<file path="config.mk">
export PLATFORM = sky130hd
export DESIGN_NAME = seq_signed_divider_flat
export DESIGN_NICKNAME = d
export VERILOG_FILES = /design/src/rtl/seq_signed_divider_pkg.sv /design/src/rtl/seq_signed_divider_if.sv /design/src/rtl/seq_signed_divider_step.sv /design/src/rtl/seq_signed_divider.sv /design/src/flat_wrapper.sv
export SDC_FILE = /design/constraint.sdc
export NUM_CORES = 1
export LEC_CHECK = 0
export CAP_MARGIN = 40
export CORE_MARGIN = 8
export CORE_UTILIZATION = 34
export CTS_CLUSTER_DIAMETER = 80
export CTS_CLUSTER_SIZE = 24
export DETAILED_ROUTE_END_ITERATION = 7
export PLACE_DENSITY = 0.54
export SLEW_MARGIN = 20
export SYNTH_ARGS = -nofsm -noshare
export SYNTH_HDL_FRONTEND = slang
export SYNTH_SLANG_ARGS = --single-unit
</file>
<file path="constraint.sdc">
create_clock -name clk -period 5.65 [get_ports clk]
set_input_delay 1.695 -clock clk [delete_from_list [all_inputs] [get_ports clk]]
set_output_delay 1.695 -clock clk [all_outputs]
set_load 0.05 [all_outputs]
</file>
<file path="src/rtl/seq_signed_divider_pkg.sv">
// ============================================================================
// Module   : div_pkg
// Brief    : Shared constants and FSM encoding for the sequential signed divider.
// Revision : 1.0 - initial release
// ============================================================================
`default_nettype none

package div_pkg;

    localparam int C_WIDTH = 32;

    localparam logic [1:0] C_ST_IDLE = 2'd0;
    localparam logic [1:0] C_ST_CALC = 2'd1;
    localparam logic [1:0] C_ST_FIX  = 2'd2;

    // Counter must hold the value WIDTH itself, hence the extra bit.
    function automatic int cnt_width(input int width);
        return $clog2(width) + 1;
    endfunction

    localparam int C_CNT_W = cnt_width(C_WIDTH);

endpackage

`default_nettype wire

</file>
<file path="src/rtl/seq_signed_divider_if.sv">
// ============================================================================
// Module   : seq_signed_divider_if
// Brief    : Start/done handshake and operand/result bundle for the divider.
// Revision : 1.0 - initial release
// ============================================================================
`default_nettype none

interface seq_signed_divider_if
    import div_pkg::*;
#(
    parameter int WIDTH = C_WIDTH
);
    logic             start;
    logic [WIDTH-1:0] dividend;
    logic [WIDTH-1:0] divisor;
    logic             busy;
    logic             done;
    logic [WIDTH-1:0] quotient;
    logic [WIDTH-1:0] remainder;
    logic             div_by_zero;

    modport master (
        output start, dividend, divisor,
        input  busy, done, quotient, remainder, div_by_zero
    );

    modport slave (
        input  start, dividend, divisor,
        output busy, done, quotient, remainder, div_by_zero
    );
endinterface

`default_nettype wire

</file>
<file path="src/rtl/seq_signed_divider_step.sv">
// ============================================================================
// Module   : div_step
// Brief    : One restoring shift-compare-subtract iteration on magnitudes.
// Revision : 1.0 - initial release
// ============================================================================
`default_nettype none

module div_step
    import div_pkg::*;
#(
    parameter int WIDTH = C_WIDTH
) (
    input  wire logic [WIDTH:0]   rem,
    input  wire logic [WIDTH-1:0] q,
    input  wire logic [WIDTH-1:0] divisor,
    output logic      [WIDTH:0]   rem_next,
    output logic      [WIDTH-1:0] q_next
);

    // One spare bit on top keeps the whole incoming remainder in the compare.
    logic [WIDTH+1:0] w_shift;

    always_comb begin
        w_shift = {rem, q[WIDTH-1]};
        if (w_shift >= {2'b00, divisor}) begin
            rem_next = (WIDTH+1)'(w_shift - {2'b00, divisor});
            q_next   = {q[WIDTH-2:0], 1'b1};
        end else begin
            rem_next = (WIDTH+1)'(w_shift);
            q_next   = {q[WIDTH-2:0], 1'b0};
        end
    end

endmodule

`default_nettype wire

</file>
<file path="src/rtl/seq_signed_divider.sv">
// ============================================================================
// Module   : seq_signed_divider
// Brief    : Signed truncating divider, one quotient bit per clock.
// Revision : 1.0 - initial release
// ============================================================================
`default_nettype none

module seq_signed_divider
    import div_pkg::*;
#(
    parameter int WIDTH = C_WIDTH
) (
    input  wire logic          clk,
    input  wire logic          reset,
    seq_signed_divider_if.slave bus
);

    localparam int CNT_W = cnt_width(WIDTH);

    logic [1:0]       r_state;
    logic [CNT_W-1:0] r_cnt;
    logic [WIDTH:0]   r_rem;
    logic [WIDTH-1:0] r_q;
    logic [WIDTH-1:0] r_dvs;
    logic             r_sign_n;
    logic             r_sign_d;
    logic             r_dz;
    logic             r_busy;
    logic             r_done;
    logic [WIDTH-1:0] r_quot;
    logic [WIDTH-1:0] r_remo;
    logic             r_dzo;

    logic [WIDTH-1:0] w_dvd_mag;
    logic [WIDTH-1:0] w_dvs_mag;
    logic [WIDTH:0]   w_step_rem;
    logic [WIDTH-1:0] w_step_q;
    logic [WIDTH-1:0] w_q_fix;
    logic [WIDTH-1:0] w_r_fix;

    // Unsigned negation: the most-negative value maps onto 2^(WIDTH-1) exactly.
    assign w_dvd_mag = bus.dividend[WIDTH-1] ? -bus.dividend : bus.dividend;
    assign w_dvs_mag = bus.divisor[WIDTH-1]  ? -bus.divisor  : bus.divisor;

    div_step #(
        .WIDTH (WIDTH)
    ) u_step (
        .rem      (r_rem),
        .q        (r_q),
        .divisor  (r_dvs),
        .rem_next (w_step_rem),
        .q_next   (w_step_q)
    );

    // On divide-by-zero r_q still holds |dividend|, so restoring its sign returns the dividend.
    always_comb begin
        if (r_dz) begin
            w_q_fix = '1;
            w_r_fix = r_sign_n ? -r_q : r_q;
        end else begin
            w_q_fix = (r_sign_n ^ r_sign_d) ? -r_q : r_q;
            w_r_fix = r_sign_n ? -r_rem[WIDTH-1:0] : r_rem[WIDTH-1:0];
        end
    end

    always_ff @(posedge clk) begin
        if (reset) begin
            r_state  <= C_ST_IDLE;
            r_cnt    <= '0;
            r_rem    <= '0;
            r_q      <= '0;
            r_dvs    <= '0;
            r_sign_n <= 1'b0;
            r_sign_d <= 1'b0;
            r_dz     <= 1'b0;
            r_busy   <= 1'b0;
            r_done   <= 1'b0;
            r_quot   <= '0;
            r_remo   <= '0;
            r_dzo    <= 1'b0;
        end else begin
            r_done <= 1'b0;
            case (r_state)
                C_ST_IDLE: begin
                    if (bus.start) begin
                        r_sign_n <= bus.dividend[WIDTH-1];
                        r_sign_d <= bus.divisor[WIDTH-1];
                        r_q      <= w_dvd_mag;
                        r_dvs    <= w_dvs_mag;
                        r_rem    <= '0;
                        r_cnt    <= CNT_W'(WIDTH);
                        r_busy   <= 1'b1;
                        r_dz     <= (bus.divisor == '0);
                        r_state  <= (bus.divisor == '0) ? C_ST_FIX : C_ST_CALC;
                    end
                end
                C_ST_CALC: begin
                    r_rem <= w_step_rem;
                    r_q   <= w_step_q;
                    r_cnt <= r_cnt - CNT_W'(1);
                    if (r_cnt == CNT_W'(1)) begin
                        r_state <= C_ST_FIX;
                    end
                end
                C_ST_FIX: begin
                    r_quot  <= w_q_fix;
                    r_remo  <= w_r_fix;
                    r_dzo   <= r_dz;
                    r_done  <= 1'b1;
                    r_busy  <= 1'b0;
                    r_state <= C_ST_IDLE;
                end
                default: begin
                    r_state <= C_ST_IDLE;
                end
            endcase
        end
    end

    assign bus.busy        = r_busy;
    assign bus.done        = r_done;
    assign bus.quotient    = r_quot;
    assign bus.remainder   = r_remo;
    assign bus.div_by_zero = r_dzo;

endmodule

`default_nettype wire
</file>
<file path="src/flat_wrapper.sv">
// flat-port wrapper written by rule: the top's interface ports become plain ports
module seq_signed_divider_flat import div_pkg::*;
#(
    parameter int WIDTH = C_WIDTH
)
  (clk, reset, bus_start, bus_dividend, bus_divisor, bus_busy, bus_done, bus_quotient, bus_remainder, bus_div_by_zero);
  seq_signed_divider_if #(.WIDTH(WIDTH)) bus_i ();
  input  wire logic clk;
  input  wire logic reset;
  input wire logic [$bits(bus_i.start)-1:0] bus_start;
  input wire logic [$bits(bus_i.dividend)-1:0] bus_dividend;
  input wire logic [$bits(bus_i.divisor)-1:0] bus_divisor;
  output wire logic [$bits(bus_i.busy)-1:0] bus_busy;
  output wire logic [$bits(bus_i.done)-1:0] bus_done;
  output wire logic [$bits(bus_i.quotient)-1:0] bus_quotient;
  output wire logic [$bits(bus_i.remainder)-1:0] bus_remainder;
  output wire logic [$bits(bus_i.div_by_zero)-1:0] bus_div_by_zero;
  assign bus_i.start = bus_start;
  assign bus_i.dividend = bus_dividend;
  assign bus_i.divisor = bus_divisor;
  assign bus_busy = bus_i.busy;
  assign bus_done = bus_i.done;
  assign bus_quotient = bus_i.quotient;
  assign bus_remainder = bus_i.remainder;
  assign bus_div_by_zero = bus_i.div_by_zero;
  seq_signed_divider #(.WIDTH(WIDTH)) u_core (.clk(clk), .reset(reset), .bus(bus_i));
endmodule
</file>
## Word-level counts from Yosys, hierarchy flattened

Cells that the tools add are included.

- Word-level logic and storage cells: 56
- Bits of input ports: 67
- Output and inout port bits: 67
- Register bits: 175

- Add/subtract/negate cells: 6
- Equal/unequal tests: 5
- Bitwise logic cells: 1
- Reductions and logical operators: 8
- Magnitude comparators: 1
- Muxes and demuxes: 22

Operator list:

| cell | count |
|---|---|
| 32-bit two-way mux | 8 |
| 32-bit negator | 4 |
| 33-bit two-way mux | 2 |
| 33-bit case mux with 2 select lines | 1 |
| 32-bit case mux with 2 select lines | 1 |
| 34-bit by 32-bit greater-or-equal comparator with 1-bit output | 1 |
| 33-bit by 32-bit subtractor with 33-bit output | 1 |
| 32-bit logical NOT | 1 |
| 6-bit case mux with 2 select lines | 1 |
| 2-bit AND reduction | 4 |
| 6-bit by 1-bit == test with 1-bit output (second input constant) | 1 |
| 2-bit two-way mux | 3 |
| 6-bit two-way mux | 1 |
| 6-bit by 1-bit subtractor with 6-bit output (second input constant) | 1 |
| 2-bit case mux with 2 select lines | 1 |
| 2-bit nonzero test | 2 |
| 1-bit two-way mux | 3 |
| 2-bit by 1-bit == test with 1-bit output (second input constant) | 1 |
| 2-bit == test (second input constant) | 1 |
| 2-bit logical NOT | 1 |
| 2-bit by 1-bit inequality test with 1-bit output (second input constant) | 1 |
| 2-bit inequality test (second input constant) | 1 |
| 1-bit case mux with 2 select lines | 1 |
| 1-bit bitwise XOR | 1 |

## Logic depth before layout (Yosys ltp)

- Word-level depth: 4
- Gate-level depth with buffers: 14
- Gate-level depth less buffers: 12

## Cells and area by module

Synthesis repeated with hierarchy kept, for this count alone.

- Cell total of the unflattened synthesis: 1,601
- Area, all modules: 12,806.0 µm²

Modules (own cells, without submodules):

| module | times used | area an instance (µm²) | seq. area each (µm²) | cells each |
|---|---|---|---|---|
| seq_signed_divider | 1 | 9,913.3 | 3,503.4 | 1,201 |
| div_step | 1 | 2,892.8 | 0.0 | 400 |

## Least setup slack after synthesis

No wires, ideal clock.

- Path type: input to register
- From: input port bus_divisor[10]
- To: register u_core.r_state[1]
- Path buffers: 0
- Slack: 0.966 ns
- Stages: 7
- Library setup time: 0.100 ns
- Data arrival time: 4.584 ns
- Data required time: 5.550 ns
- Path through: or4_4 -> or3_4 -> or4_4 -> or3_4 -> or4_4 -> or3_4 -> a2111oi_4

- Longest elaborated chain between the ends: 4

Ends and longest elaborated chain:

| element | line | RTL |
|---|---|---|
| start: declaration | flat_wrapper.sv:12 | `input wire logic [$bits(bus_i.divisor)-1:0] bus_divisor;` |
| 32-bit logical NOT | seq_signed_divider.sv:94 | `r_state <= (bus.divisor == '0) ? C_ST_FIX : C_ST_CALC;` |
| 2-bit two-way mux | seq_signed_divider.sv:94 |  |
| 2-bit two-way mux | seq_signed_divider.sv:85 | `if (bus.start) begin` |
| 2-bit case mux with 2 select lines | seq_signed_divider.sv:83 | `case (r_state)` |
| end signal: assignment | seq_signed_divider.sv:94 |  |
| end: declaration | seq_signed_divider.sv:20 | `logic [1:0] r_state;` |

Every way passes these cells. The select of a mux whose other input is x is not followed.
A chain may end at the register's enable or synchronous reset.

## Worst setup path after layout

Same ends and word-level chain as after synthesis.

==> results by group <==
Clock network
  • Hold Buf Count CTS: 0
  • Clk buf depth: 2
  • CTS root buf: clkbuf_16
  • # resized after CTS: 0
  • Setup Buffers After CTS: 0
  • Clock-pin slew on the worst setup and hold paths: 0.08 ns
  • Total clock sinks: 175
  • Clk_lat worst skew: 0.44 ns
  • Cts bufs inserted: 17
  • CTS tree: yes
  • H-tree Lvls: 4

Floorplan
  • Core Area: between 30000 and 40000 sq um
  • Die H: just over 200 microns
  • Ports: 134
  • Initial core utilization: 34.1%
  • Die Width: 201 microns
  • DIE AREA: 40500 sq um
  • Site Rows: between 60 and 70

STA
  • Clock skew: 0.0188 ns
  • RSZ-0062 raised after global routing: no
  • TNS Setup: 0 ns
  • Shortest period the worst path allows: 4.84 ns
  • Slew headroom: 44.8%
  • Final hold violation count: 0
  • Worst Tran Pin Value: 0.817 ns
  • Fmax: 0.206 GHz
  • Period Utilization, post-route: 85.7%
  • Crit path setup slack, layout: 0.806 ns
  • Finish-stage setup viols: 0
  • Pins Over Slew Limit: 0

Global route
  • Grt total ovfl: 0
  • Maximum number of pins on one net before global-route repair: 72
  • First-pass GRT wire length: 61400 microns
  • Number of global-route vias before repair: ~11000
  • Tot GR Track Use: 18.6%
  • Initial antenna violation count: 0

Synthesis
  • Cells after Synth: 1505
  • Top FF cell, synth: dfxtp_1
  • Synthesized cell area: 11700 sq um
  • Flops & latches, synth: 175
  • Syn Area/Cell: 7.76 sq um
  • Sequential area share after synthesis: 30.0%
  • Syn nets: ~1600
  • Async S/R FF share, synth: 0%
  • Yosys warnings: 0
  • EDFF count, synth: 0
  • Unique cell type count in the Yosys netlist: just under 70

Critical path
  • Crit Path Max Fanout: 4
  • Register-to-register setup slack: 1.92 ns
  • CP Capture Type: register
  • Worst path arrival time: 5.20 ns
  • CP Launch Type: input port
  • WP data required: 6.00 ns
  • Critical path type: in2reg

Min path
  • Worst min-delay path class: reg2reg

Power and ir drop
  • Pwr per Cell Area: 319 nW/um^2
  • Leakage: ~5.1 nW
  • Worst vdd ir: 0.000211 V

Route
  • Via count: 11300
  • Post-DR vias/cell: 5.59
  • Final wirelength: slightly below 40000 microns
  • DR WL/cell: approximately 19 microns
  • DRT Pass-1 Iters: 6
  • Post-route ant nets: 0
  • Drc violations: 0
  • 1st-iter DRT viols: just over 1000

Placed design
  • Post-placement cell area: 13300 sq um
  • Post-DP HPWL: between 20000 and 30000 microns
  • RePlAce Congestion: a little under 0.9
  • Port bufs: 133
  • Cells after DPL: between 1500 and 2000
  • Worst slack at placement: 0.345 ns

Layout
  • Ant. Diodes: 0
  • Final std cell area, no fill: approximately 14000 sq um
  • Final core occ: 40.7%
  • Commonest non-fill, non-tap cell in the layout: dfxtp_1
  • Fill cells: about 3500
  • Final std cells w/o fill: 2030
  • Share of cells above drive strength 1: 5.46%
  • Most frequent cells in the layout: 173 x dfxtp_1, 167 x nor2_1, 137 x nand2_1
  • Area grow syn2layout: 19.1%
  • Storage element area: between 3000 and 4000 sq um
  • Final nets: 1668
  • Area of the multi-input gates: roughly 7600 sq um

Run
  • MaxCap Viol Count: 0

Outcome
  • Status: finished, final reports clean
==> sequential cells by signal (all words and copies together) (netlist names) <==
register and flops:
u_core.r_rem 33, u_core.bus.quotient 32, u_core.bus.remainder 32, u_core.r_dvs 32
u_core.r_q 32, u_core.r_cnt 6, u_core.r_state 2, u_core.bus.busy 1
u_core.bus.div_by_zero 1, u_core.bus.done 1, u_core.r_dz 1, u_core.r_sign_d 1
u_core.r_sign_n 1
==> report_power, final <==
part           switching, mW  leakage (nW)  internal (mW)
registers              0.143          1.43           1.33
clock network          0.533         0.276          0.623
logic                   1.09          3.39          0.725
total                   1.77          5.09           2.67
==> synth_stat cells, types with 4 or more instances <==
| cell | number | area (sq um) |
|---|---|---|
| dfxtp_1 | 175 | 3500 |
| a32oi_1 | 9 | 78.8 |
| a31oi_1 | 16 | 100 |
| o31ai_1 | 35 | 263 |
| nor2b_1 | 6 | 37.5 |
| o21a_1 | 9 | 67.6 |
| clkbuf_1 | 104 | 390 |
| a311oi_1 | 12 | 105 |
| nand2b_1 | 10 | 62.6 |
| or3b_2 | 4 | 35.0 |
| xnor2_1 | 71 | 622 |
| or3_1 | 20 | 125 |
| or2_2 | 8 | 50.1 |
| nor4_1 | 10 | 62.6 |
| ha_1 | 38 | 475 |
| o211ai_1 | 24 | 180 |
| or4_1 | 18 | 135 |
| mux2i_1 | 20 | 200 |
| buf_1 | 9 | 33.8 |
| nor2_1 | 168 | 631 |
| and2_1 | 8 | 50.1 |
| o21ai_0 | 95 | 475 |
| and3_1 | 15 | 93.8 |
| a21oi_1 | 86 | 430 |
| a21o_1 | 18 | 135 |
| a221oi_1 | 4 | 35.0 |
| nand3_1 | 27 | 135 |
| a211oi_1 | 79 | 593 |
| nor3_1 | 25 | 125 |
| xor2_1 | 77 | 674 |
| inv_1 | 54 | 203 |
| nand4_1 | 8 | 50.1 |
| o41ai_1 | 14 | 123 |
| nand2_1 | 137 | 514 |
| o21bai_1 | 8 | 60.1 |
| a222oi_1 | 26 | 260 |
==> path summary, 6_finish.rpt <==
| check | end | startpoint | cells past startpoint |
|---|---|---|---|
| worst max-delay path | u_core.r_state[1]$_SDFFE_PP0P_ | bus_divisor[10] | 8 |
| worst min-delay path | u_core.bus.remainder[23]$_SDFFE_PP0P_ | u_core.bus.remainder[23]$_SDFFE_PP0P_ | 2 |
| worst max register to register | u_core.bus.remainder[20]$_SDFFE_PP0P_ | u_core.r_q[0]$_SDFFE_PP0P_ | 9 |
| worst min register to register | u_core.bus.remainder[23]$_SDFFE_PP0P_ | u_core.bus.remainder[23]$_SDFFE_PP0P_ | 2 |
==> metal layers <==
layer / GRT usage, % / wire [microns]
met5: 0 / 0
met4: 4.12 / 528
met3: 2.61 / 1630
met2: 28.9 / 17600
met1: 27.0 / 19100
==> kinds of logic (layout without fill, tap and decap cells) <==
logic type	count (synthesis)	count (layout)	share of synthesized area, %
compound gates	463	463	27.2
xor+xnor	148	148	11.1
fa+ha+maj	39	39	4.24
buf+inv	169	239	5.45
flops	175	175	30.0
mux	22	22	2.04
simple gates	489	489	20.0
==> area by class of cell <==
type / instances / share of cell area, %
Clock buffer: 20 / 3.21
Clock inverter: 12 / 0.810
Inverter: 54 / 1.46
Multi-Input combinational cell: 1161 / 54.3
Sequential cell: 175 / 25.2
Tap cell: 455 / 4.09
Timing Repair Buffer: 153 / 10.9
==> critical path: stages <==
cell	delay (ns)
clkdlybuf4s50_1	0.48
or4_4	0.57
or3_4	0.35
or4_4	0.50
or3_4	0.39
or4_4	0.45
or3_4	0.42
a2111oi_4	0.33
==> metrics by stage <==
stage               power (mW)  hold slack [ns]
finish                    4.44            0.452
global route              4.73            0.482
CTS                       4.45            0.456
detailed placement        3.29            0.448
global placement          3.28            0.439
floorplan                 2.78            0.426
Note: power is estimated with default switching activity, not from simulation.
